===== src/rtl/rf_param_sync.sv =====
// rtl/rf_param_sync.sv - parametrised 2R1W register file with sweep-clear init, bypass and optional zero register
//
// Purpose: decode-stage register file. After reset an INIT sweep writes every
// entry (PRELOAD_IDX gets PRELOAD_VAL, the rest 0), then ready rises and the
// file runs with registered, enable-gated reads and a write-to-read bypass.
//
// Ports:
//   clk          clock, rising edge
//   rst          synchronous active-high reset
//   w/wr/wd      write enable, address, data
//   re           read enable; rd1/rd2 hold while low
//   rr1/rr2      read addresses
//   rd1/rd2      registered read data
//   ready        1 once the init sweep has completed
//   iss/iss_rd   (RF_SCOREBOARD_EN only) mark a register busy
//   busy1/busy2  (RF_SCOREBOARD_EN only) registered busy bits for rr1/rr2
//
// Optional feature macro: RF_SCOREBOARD_EN (per-register busy scoreboard).

module rf_param_sync #(
    parameter int                 DATA_W      = 32,
    parameter int                 ADDR_W      = 5,
    parameter int                 R0_ZERO     = 1,
    parameter int                 PRELOAD_IDX = 2,
    parameter logic [DATA_W-1:0]  PRELOAD_VAL = DATA_W'(32'h0000_0123)
) (
    input  logic              clk,
    input  logic              rst,
    input  logic              w,
    input  logic [ADDR_W-1:0] wr,
    input  logic [DATA_W-1:0] wd,
    input  logic              re,
    input  logic [ADDR_W-1:0] rr1,
    input  logic [ADDR_W-1:0] rr2,
    output logic [DATA_W-1:0] rd1,
    output logic [DATA_W-1:0] rd2,
`ifdef RF_SCOREBOARD_EN
    input  logic              iss,
    input  logic [ADDR_W-1:0] iss_rd,
    output logic              busy1,
    output logic              busy2,
`endif
    output logic              ready
);

    localparam int DEPTH = 1 << ADDR_W;
    // clr_idx carries one extra bit so the increment past the last entry never wraps to 0.
    localparam logic [ADDR_W:0]   LAST_IDX     = (ADDR_W+1)'(DEPTH - 1);
    localparam logic [ADDR_W:0]   IDX_ONE      = (ADDR_W+1)'(1);
    // An out-of-range preload index simply never matches during the sweep.
    localparam bit                PRELOAD_EN   = (PRELOAD_IDX >= 0) && (PRELOAD_IDX < DEPTH);
    localparam logic [ADDR_W-1:0] PRELOAD_ADDR = ADDR_W'(PRELOAD_IDX);
    localparam bit                ZERO_EN      = (R0_ZERO != 0);

    typedef enum logic {
        ST_INIT = 1'b0,
        ST_RUN  = 1'b1
    } state_t;

    logic [DATA_W-1:0] mem [DEPTH];

    state_t            state_q,   state_d;
    logic [ADDR_W:0]   clr_idx_q, clr_idx_d;
    logic [DATA_W-1:0] rd1_q,     rd1_d;
    logic [DATA_W-1:0] rd2_q,     rd2_d;
    logic              ready_q,   ready_d;

    logic              mem_we;
    logic [ADDR_W-1:0] mem_waddr;
    logic [DATA_W-1:0] mem_wdata;
    logic              wr_ok;

`ifdef RF_SCOREBOARD_EN
    logic [DEPTH-1:0]  busy_q,  busy_d;
    logic              busy1_q, busy1_d;
    logic              busy2_q, busy2_d;
`endif

    always_comb begin
        state_d   = state_q;
        clr_idx_d = clr_idx_q;
        rd1_d     = rd1_q;
        rd2_d     = rd2_q;
        ready_d   = ready_q;
        mem_we    = 1'b0;
        mem_waddr = '0;
        mem_wdata = '0;
        // A RUN write to register 0 is discarded when it is hard-wired to zero.
        wr_ok     = (state_q == ST_RUN) && w && !(ZERO_EN && (wr == '0));
`ifdef RF_SCOREBOARD_EN
        busy_d    = busy_q;
        busy1_d   = busy1_q;
        busy2_d   = busy2_q;
`endif

        if (state_q == ST_INIT) begin
            mem_we    = 1'b1;
            mem_waddr = clr_idx_q[ADDR_W-1:0];
            mem_wdata = (PRELOAD_EN && (mem_waddr == PRELOAD_ADDR)) ? PRELOAD_VAL : '0;
            clr_idx_d = clr_idx_q + IDX_ONE;
            rd1_d     = '0;
            rd2_d     = '0;
            if (clr_idx_q == LAST_IDX) begin
                state_d = ST_RUN;
                ready_d = 1'b1;
            end
`ifdef RF_SCOREBOARD_EN
            busy_d  = '0;
            busy1_d = 1'b0;
            busy2_d = 1'b0;
`endif
        end else begin
            mem_we    = wr_ok;
            mem_waddr = wr;
            mem_wdata = wd;

            if (re) begin
                // Per port: zero register, then same-edge write bypass, then array.
                if (ZERO_EN && (rr1 == '0))      rd1_d = '0;
                else if (wr_ok && (wr == rr1))   rd1_d = wd;
                else                             rd1_d = mem[rr1];

                if (ZERO_EN && (rr2 == '0))      rd2_d = '0;
                else if (wr_ok && (wr == rr2))   rd2_d = wd;
                else                             rd2_d = mem[rr2];
`ifdef RF_SCOREBOARD_EN
                if (ZERO_EN && (rr1 == '0))      busy1_d = 1'b0;
                else if (wr_ok && (wr == rr1))   busy1_d = 1'b0;
                else                             busy1_d = busy_q[rr1];

                if (ZERO_EN && (rr2 == '0))      busy2_d = 1'b0;
                else if (wr_ok && (wr == rr2))   busy2_d = 1'b0;
                else                             busy2_d = busy_q[rr2];
`endif
            end

`ifdef RF_SCOREBOARD_EN
            // Clear first, then set, so a same-index issue on the write edge wins.
            if (wr_ok) begin
                busy_d[wr] = 1'b0;
            end
            if (iss && !(ZERO_EN && (iss_rd == '0))) begin
                busy_d[iss_rd] = 1'b1;
            end
`endif
        end
    end

    always_ff @(posedge clk) begin
        if (rst) begin
            state_q   <= ST_INIT;
            clr_idx_q <= '0;
            rd1_q     <= '0;
            rd2_q     <= '0;
            ready_q   <= 1'b0;
`ifdef RF_SCOREBOARD_EN
            busy_q    <= '0;
            busy1_q   <= 1'b0;
            busy2_q   <= 1'b0;
`endif
        end else begin
            state_q   <= state_d;
            clr_idx_q <= clr_idx_d;
            rd1_q     <= rd1_d;
            rd2_q     <= rd2_d;
            ready_q   <= ready_d;
`ifdef RF_SCOREBOARD_EN
            busy_q    <= busy_d;
            busy1_q   <= busy1_d;
            busy2_q   <= busy2_d;
`endif
        end
    end

    // Array has no reset: the reset edge leaves contents alone and the sweep rewrites them.
    always_ff @(posedge clk) begin
        if (!rst && mem_we) begin
            mem[mem_waddr] <= mem_wdata;
        end
    end

    assign rd1   = rd1_q;
    assign rd2   = rd2_q;
    assign ready = ready_q;
`ifdef RF_SCOREBOARD_EN
    assign busy1 = busy1_q;
    assign busy2 = busy2_q;
`endif

endmodule


===== config.mk =====
export PLATFORM = sky130hd
export DESIGN_NAME = rf_param_sync
export DESIGN_NICKNAME = d
export VERILOG_FILES = /design/src/rtl/rf_param_sync.sv
export SDC_FILE = /design/constraint.sdc
export NUM_CORES = 1
export LEC_CHECK = 0
export ABC_CLOCK_PERIOD_IN_PS = 4500
export CAP_MARGIN = 20
export CORE_MARGIN = 5
export CORE_UTILIZATION = 50
export CTS_CLUSTER_SIZE = 30
export DETAILED_ROUTE_END_ITERATION = 6
export GPL_TIMING_DRIVEN = 0
export PLACE_DENSITY_LB_ADDON = 0.3
export SETUP_SLACK_MARGIN = 0.15
export SLEW_MARGIN = 20
export SYNTH_ARGS = -nofsm -noshare
export SYNTH_HDL_FRONTEND = slang
export SYNTH_SLANG_ARGS = --single-unit

===== constraint.sdc =====
create_clock -name clk -period 4.5 [get_ports clk]
set_input_delay 0.45 -clock clk [delete_from_list [all_inputs] [get_ports clk]]
set_output_delay 0.45 -clock clk [all_outputs]
set_load 0.01 [all_outputs]

==> flow_summary_export.csv, run 1 <==
group,metric,value,unit
sta,report.final.setup_viol,0,
routing,drt-wirelength-per-cell,35.1,um
cts,post_cts_resize_count,0,
routing,detail_route.drc_violations,7,
floorplanning,die-height,326,um
placement,place_worst_setup_slack,0.203,ns
cells_and_area,layout-drive-gt1-share,22.9,%
worst_setup_path,worst-r2r-setup-slack,0.88,ns
routing,detailedRoute.firstPassIterationCount,7,
cts,cts_hold_repair.buffers,0,
cts,cts_tree,"built",
power,internal-power,16.7,mW
floorplanning,start_util,50.2,%
routing,wl_met3,19.4,mm
grt,grt_first_pass_wirelength,225,mm
sta,grt_setup_unrepaired,"false",
cts,clk_path_buf_depth,3,
routing,top_layer_used,"met5",
grt,grt.overflow.total,0,
yosys,synth_top_area_share,61.6,%
floorplanning,ioPinCount,116,
yosys,synthFlopType,"edfxtp_1",
cells_and_area,syn2layout_area_growth,15.2,%
sta,worst_slew_margin_rel,21.0,%
routing,routed_met2_length,77.6,mm
sta,max_freq,0.264,GHz
routing,antenna_violating_nets_post_route,0,
cells_and_area,final_cell_count_no_fill,4496,
yosys,syn_area_per_cell,17.6,um2
placement,dpl.hpwl,114,mm
power,powerDensity,376,nW/um2
power,power.leakage,18.6,nW
status,failed_checks,"DRC",
routing,route.vias.total,31692,
yosys,postSynthNetCount,2894,
worst_setup_path,critical_path_maximum_fanout,10,
floorplanning,dieArea,106000,um2
cts,cts.sinks,1096,
power,ir_worst_vdd,288,uV
sta,finClkSkew,0.0296,ns
routing,via_per_inst,7.05,
placement,placement.cell_area,54000,um2
flow_run,max_cap_viol_count,0,
cells_and_area,ff_latch_area,32200,um2
grt,via_count_of_the_first_global_routing_pass,32728,
power,power.sequential.fraction,51.3,%
yosys,synthesis.area,49900,um2
worst_setup_path,critical_path_arrival,4.34,ns
worst_setup_path,critPathCapture,"rd2[22]$_SDFFE_PP0P_",
sta,timing_worst_slew_pin_value,1.19,ns
worst_setup_path,timing.setup.critical_path_class,"in -> reg",
worst_setup_path,start_kind,"input port",
yosys,postSynthCellCount,2841,
cts,ctsRootBufferMaster,"clkbuf_16",
yosys,post_synth_most_frequent_cells,"edfxtp_1, mux4_2, mux2i_1",
worst_setup_path,ff2ff_path_depth,4,
yosys,synth-edff-count,1024,
cells_and_area,multi_input_comb_area,16900,um2
grt,groute.usage.overall,29.1,%
worst_setup_path,crit-reg2reg-launch,"state_q$_SDFF_PP0_",
sta,timing.final.hold_violations,0,
sta,timing_max_transition_violations_final,0,
cells_and_area,final_design_area_no_fill,57500,um2
yosys,synthDominantAreaCellType,"edfxtp_1",
yosys,yosysWarningCount,0,
placement,gp_congestion,0.955,
cts,clock_buffer_count_from_cts,106,
sta,slack_of_the_critical_path,0.717,ns
yosys,synth_most_common_cell,"edfxtp_1",
worst_setup_path,reg2reg_to,"mem[22][2]$_DFFE_PP_",
cts,clkSlewWorstSetupHoldPaths,0.07,ns
worst_setup_path,critical_path_required,5.06,ns
placement,place.detailed.instances,4291,
cells_and_area,nNetsFinal,3155,
floorplanning,dieWidth,326,um
yosys,synthDistinctLibCells,41,
yosys,portion_of_the_post_synthesis_area_used_by_sequential_elements,64.5,%
routing,wl_met1,53.8,mm
power,fraction_of_power_spent_switching_nets,22.7,%
yosys,ys_top_cells_by_area,"edfxtp_1, mux4_2, mux2i_1, dfxtp_1, a22oi_1",
power,clock_power_share,41.6,%
floorplanning,std_cell_rows,116,
power,pwr-share-comb,7.1,%
cells_and_area,n_fill_cell,7250,
routing,drt_wl_total,158,mm
worst_setup_path,startpoint,"rr2[4]",
status,run_status,"finished with violations",
placement,numPortBuffers,109,
sta,totalNegativeSetupSlack,0,ns
yosys,postSynth.asyncResetShare,0,%
yosys,synth_seq_cells,1096,
floorplanning,core,99600,um2
power,power.switching,4.91,mW
power,power,21.6,mW
sta,final.min_clock_period,3.78,ns
worst_setup_path,critical_path.endpoint_type,"register",
cts,post_cts_setup_driven_buffer_insertion_count,0,
routing,drt_iter0_markers,4667,
sta,layout_worst_path_cycle_share,84.1,%
grt,antenna_found_initial,17,
cts,insertion_delay,0.69,ns
cts,cts_htree_levels,3,
worst_hold_path,worstHoldPathType,"in -> reg",
grt,maximum_number_of_pins_on_one_net_before_global_route_repair,33,
-- flip-flops by register name, summed over array words and instances (netlist names) --
| name | cells |
|---|---|
| state_q | 1 |
| ready | 1 |
| clr_idx_q | 6 |
| rd2 | 32 |
| rd1 | 32 |
| mem | 1024 |
-- kinds of logic (layout without fill, tap and decap cells) --
group,count (synthesis),count (layout),share of synthesized area (%)
DFF,1096,1096,64.5
muxes,643,643,22.5
AOI/OAI and AO/OA,595,595,8.23
buffers and inverters,268,620,2.20
and+or+nand+nor,223,223,2.31
xor gates and xnor gates,14,14,0.246
adders and majority gates,2,2,0.0501
other,0,5,0
-- cells in the final DEF (no fill, tap or decap), types with 10 or more instances in the layout --
cell type / n
a21oi_1: 130
and2_2: 21
o21ai_0: 99
clkinv_1: 18
inv_1: 37
buf_1: 13
nand2_1: 50
edfxtp_1: 1024
a221oi_1: 128
nor2_4: 32
buf_16: 29
and2_1: 12
a22o_1: 32
nor2_1: 18
buf_12: 13
mux2i_1: 258
clkbuf_16: 107
or3_1: 65
bufinv_16: 10
a22oi_1: 192
clkbuf_1: 156
xnor2_1: 11
clkdlybuf4s50_1: 109
clkinv_2: 20
buf_2: 73
dfxtp_1: 72
mux4_2: 384
-- routing by layer --
layer	global-route usage, %	vias to the layer above
met5	0	-
met4	12.3	4
met3	8.06	408
met2	48.2	2319
met1	36.4	16363
li1	-	12598
-- how the worst min path moves through the flow --
stage                                   start                         to  slack, ns  depth (start not counted)
floorplan           clr_idx_q[5]$_SDFFE_PP0N_  clr_idx_q[5]$_SDFFE_PP0N_       0.47                          2
global placement    clr_idx_q[5]$_SDFFE_PP0N_  clr_idx_q[5]$_SDFFE_PP0N_       0.48                          2
detailed placement  clr_idx_q[5]$_SDFFE_PP0N_  clr_idx_q[5]$_SDFFE_PP0N_       0.52                          2
CTS                                    wd[26]       rd1[26]$_SDFFE_PP0P_       0.49                          3
global route                            wd[3]        rd1[3]$_SDFFE_PP0P_       0.53                          3
finish                                 wd[26]       rd1[26]$_SDFFE_PP0P_       0.51                          3
-- power by group through the flow --
stage | logic (mW) | clock network, mW | registers, mW
floorplan | 0.962 | 0 | 11.3
global placement | 1.42 | 0 | 11.3
detailed placement | 1.50 | 0 | 11.3
CTS | 1.51 | 9.03 | 11.1
global route | 1.60 | 9.48 | 11.1
finish | 1.53 | 9.00 | 11.1
-- metrics by stage --
step | utilization (%) | hold slack (ns)
6_report | 57.8 | 0.514
5_1_grt | 57.8 | 0.531
4_1_cts | 57.7 | 0.489
3_5_place_dp | 54.2 | 0.517
3_3_place_gp | 52.9 | 0.484
2_1_floorplan | - | 0.472
-- area by class of cell --
class,count,area share [%]
inverter,37,0.241
antenna,5,0.0218
clock buffer,127,4.87
sequential,1096,56.0
multi-input combinational,1477,29.4
buffer,231,1.67
timing repair buffer,153,3.77
clock inverter,72,1.19
tap,1298,2.82
-- worst max-delay path, cell delays in order --
cell	delay [ns]
clkdlybuf4s50_1	0.55
clkbuf_1	0.69
xnor2_1	0.24
nand2_1	0.16
o311ai_2	0.82
clkbuf_1	0.72
a21oi_1	0.27
or3_1	0.43
Note: power is estimated with default switching activity, not from simulation.
==> inputs of run 2 (changes only) <==
--- a/config.mk
+++ b/config.mk
@@ -5,7 +5,7 @@
 export SDC_FILE = /design/constraint.sdc
 export NUM_CORES = 1
 export LEC_CHECK = 0
-export ABC_CLOCK_PERIOD_IN_PS = 4500
+export ABC_CLOCK_PERIOD_IN_PS = 3300
 export CAP_MARGIN = 20
 export CORE_MARGIN = 5
 export CORE_UTILIZATION = 50
==> constraint.sdc (replaced) <==
create_clock -name clk -period 3.3 [get_ports clk]
set_input_delay 0.33 -clock clk [delete_from_list [all_inputs] [get_ports clk]]
set_output_delay 0.33 -clock clk [all_outputs]
set_load 0.01 [all_outputs]
==> flow_summary_export.csv, run 2 (synthesis results as in run 1) <==
group,metric,value,unit
sta,final.min_clock_period,3.25,ns
floorplanning,dieArea,106000,um2
floorplanning,die-height,326,um
grt,maximum_number_of_pins_on_one_net_before_global_route_repair,33,
routing,detailedRoute.firstPassIterationCount,6,
worst_hold_path,worst_hold_startpoint,"wd[26]",
placement,gp_congestion,0.955,
worst_setup_path,critical_path_arrival,3.87,ns
cts,clkSlewWorstSetupHoldPaths,0.07,ns
power,power.sequential.fraction,51.3,%
power,ir_worst_vdd,390,uV
sta,totalNegativeSetupSlack,0,ns
sta,worst_slew_margin_rel,24.6,%
placement,dpl.hpwl,114,mm
worst_setup_path,timing.setup.critical_path_class,"in -> reg",
worst_setup_path,critical_path_maximum_fanout,10,
cells_and_area,registers.top_by_ff_count,"mem",
cells_and_area,largest_register_ffs,1024,
floorplanning,dieWidth,326,um
placement,numPortBuffers,109,
routing,antenna_violating_nets_post_route,0,
power,powerDensity,508,nW/um2
worst_setup_path,critical_path_required,3.93,ns
sta,max_freq,0.308,GHz
worst_hold_path,worstHoldPathType,"in -> reg",
sta,grt_setup_unrepaired,"true",
flow_run,max_cap_viol_count,0,
floorplanning,std_cell_rows,116,
routing,route.vias.total,32099,
power,power.switching,6.71,mW
grt,groute.usage.overall,29.3,%
cells_and_area,final_core_utilization,58.4,%
cts,clock_buffer_count_from_cts,106,
routing,drt_wl_total,159,mm
cells_and_area,syn2layout_area_growth,16.4,%
power,power,29.5,mW
cells_and_area,ff_latch_area,32200,um2
worst_setup_path,worstPathBufferInverterCount,4,
floorplanning,ioPinCount,116,
routing,drt-wirelength-per-cell,35.1,um
cells_and_area,n_fill_cell,7175,
power,internal-power,22.8,mW
status,run_status,"complete, no violations",
sta,layout_worst_path_cycle_share,98.4,%
cts,cts.sinks,1096,
routing,drt_iter0_markers,4593,
worst_setup_path,critical_path.max_stage_delay,0.71,ns
power,clock_power_share,41.6,%
sta,report.final.setup_viol,0,
worst_setup_path,startpoint,"rr2[4]",
power,power.leakage,18.9,nW
worst_setup_path,crit-reg2reg-launch,"state_q$_SDFF_PP0_",
worst_setup_path,critical_path.endpoint_type,"register",
grt,via_count_of_the_first_global_routing_pass,32940,
routing,detail_route.drc_violations,0,
power,pwr-share-comb,7.1,%
grt,antenna_found_initial,18,
cts,ctsRootBufferMaster,"clkbuf_16",
sta,timing.final.hold_violations,0,
cts,insertion_delay,0.70,ns
floorplanning,start_util,50.2,%
grt,grt_first_pass_wirelength,226,mm
cts,cts_htree_levels,3,
cts,clk_path_buf_depth,3,
floorplanning,core,99600,um2
worst_setup_path,start_kind,"input port",
cells_and_area,layout-drive-gt1-share,24.6,%
sta,timing_max_transition_violations_final,0,
worst_setup_path,slowest_cp_cell,"a21oi_1",
cts,cts_hold_repair.buffers,0,
sta,finClkSkew,0.0350,ns
sta,timing_worst_slew_pin_value,1.13,ns
cells_and_area,nNetsFinal,3201,
routing,via_per_inst,7.07,
power,fraction_of_power_spent_switching_nets,22.7,%
worst_setup_path,cp_cell_sequence,"clkdlybuf4s50_1 > clkbuf_2 > inv_1 > nor2_1 > clkbuf_1 > a22oi_1 > a21oi_1 > or3_1",
worst_setup_path,critPathTopFamily,"buffers and inverters",
cells_and_area,multi_input_comb_area,17000,um2
cts,cts_tree,"built",
cells_and_area,mostFrequentLayoutCell,"edfxtp_1",
grt,grt.overflow.total,0,
cells_and_area,most-common-layout-cells,"edfxtp_1, mux4_2, mux2i_1",
run 2: cell types whose count changed in the layout (fill, tap and decap cells not counted), sizes merged:
cell	delta
buf	+46
run 2: what timing repair did:
| item | in CTS | in global routing |
|---|---|---|
| resized for setup | 27 | 16 |
| buffers inserted | 25 | 21 |
| pin swaps | 11 | 12 |
| endpoints found under the setup margin | 930 | 361 |
run 2: area by class of cell:
cell class                 count  share of cell area, %
antenna                        5                 0.0215
buffer                       231                   1.68
clock buffer                 127                   4.82
clock inverter                72                   1.18
inverter                      37                  0.239
multi-input combinational   1477                   29.2
sequential                  1096                   55.4
tap                         1298                   2.79
timing repair buffer         199                   4.65
run 2: stage by stage:
stage          worst slack (ns)  instance area (um2)  hold WS, ns  std cells
6_report                 0.0526                58100        0.391       4542
5_1_grt                   0.129                58100        0.412       4537
4_1_cts                   0.117                57800        0.368       4515
3_5_place_dp             -0.877                54000        0.517       4291
3_3_place_gp              -2.03                52700        0.484       4248
2_1_floorplan            0.0966                49900        0.472       2841
run 2: worst paths after layout:
path                          end  cells past startpoint  slack [ns]
max          rd2[14]$_SDFFE_PP0P_                      8        0.05
min          rd1[26]$_SDFFE_PP0P_                      3        0.39
max reg2reg  rd1[20]$_SDFFE_PP0P_                      5        0.18
min reg2reg    ready$_SDFFE_PP0P_                      2        0.53
run 2: power by group through the flow:
stage / Combinational (mW) / Sequential (mW) / Clock [mW]
finish: 2.10 / 15.1 / 12.3
global route: 2.19 / 15.1 / 12.9
CTS: 2.06 / 15.1 / 12.3
detailed placement: 2.05 / 15.4 / 0
global placement: 1.94 / 15.4 / 0
floorplan: 1.31 / 15.4 / 0
run 2: worst register-to-register path: stages (launching register included):
cell and delay [ns]:
dfxtp_1 0.40, o211ai_2 0.28, o31ai_2 0.93, clkbuf_1 0.73, a21oi_1 0.24, or3_1 0.42
run 2: layer usage:
metal  routed length, um  GRT usage [%]  share of wire (%)
met5                  34              0              0.021
met4                7170           12.3                4.5
met3               20200           8.17                 13
met2               78200           48.6                 49
met1               53700           36.6                 34
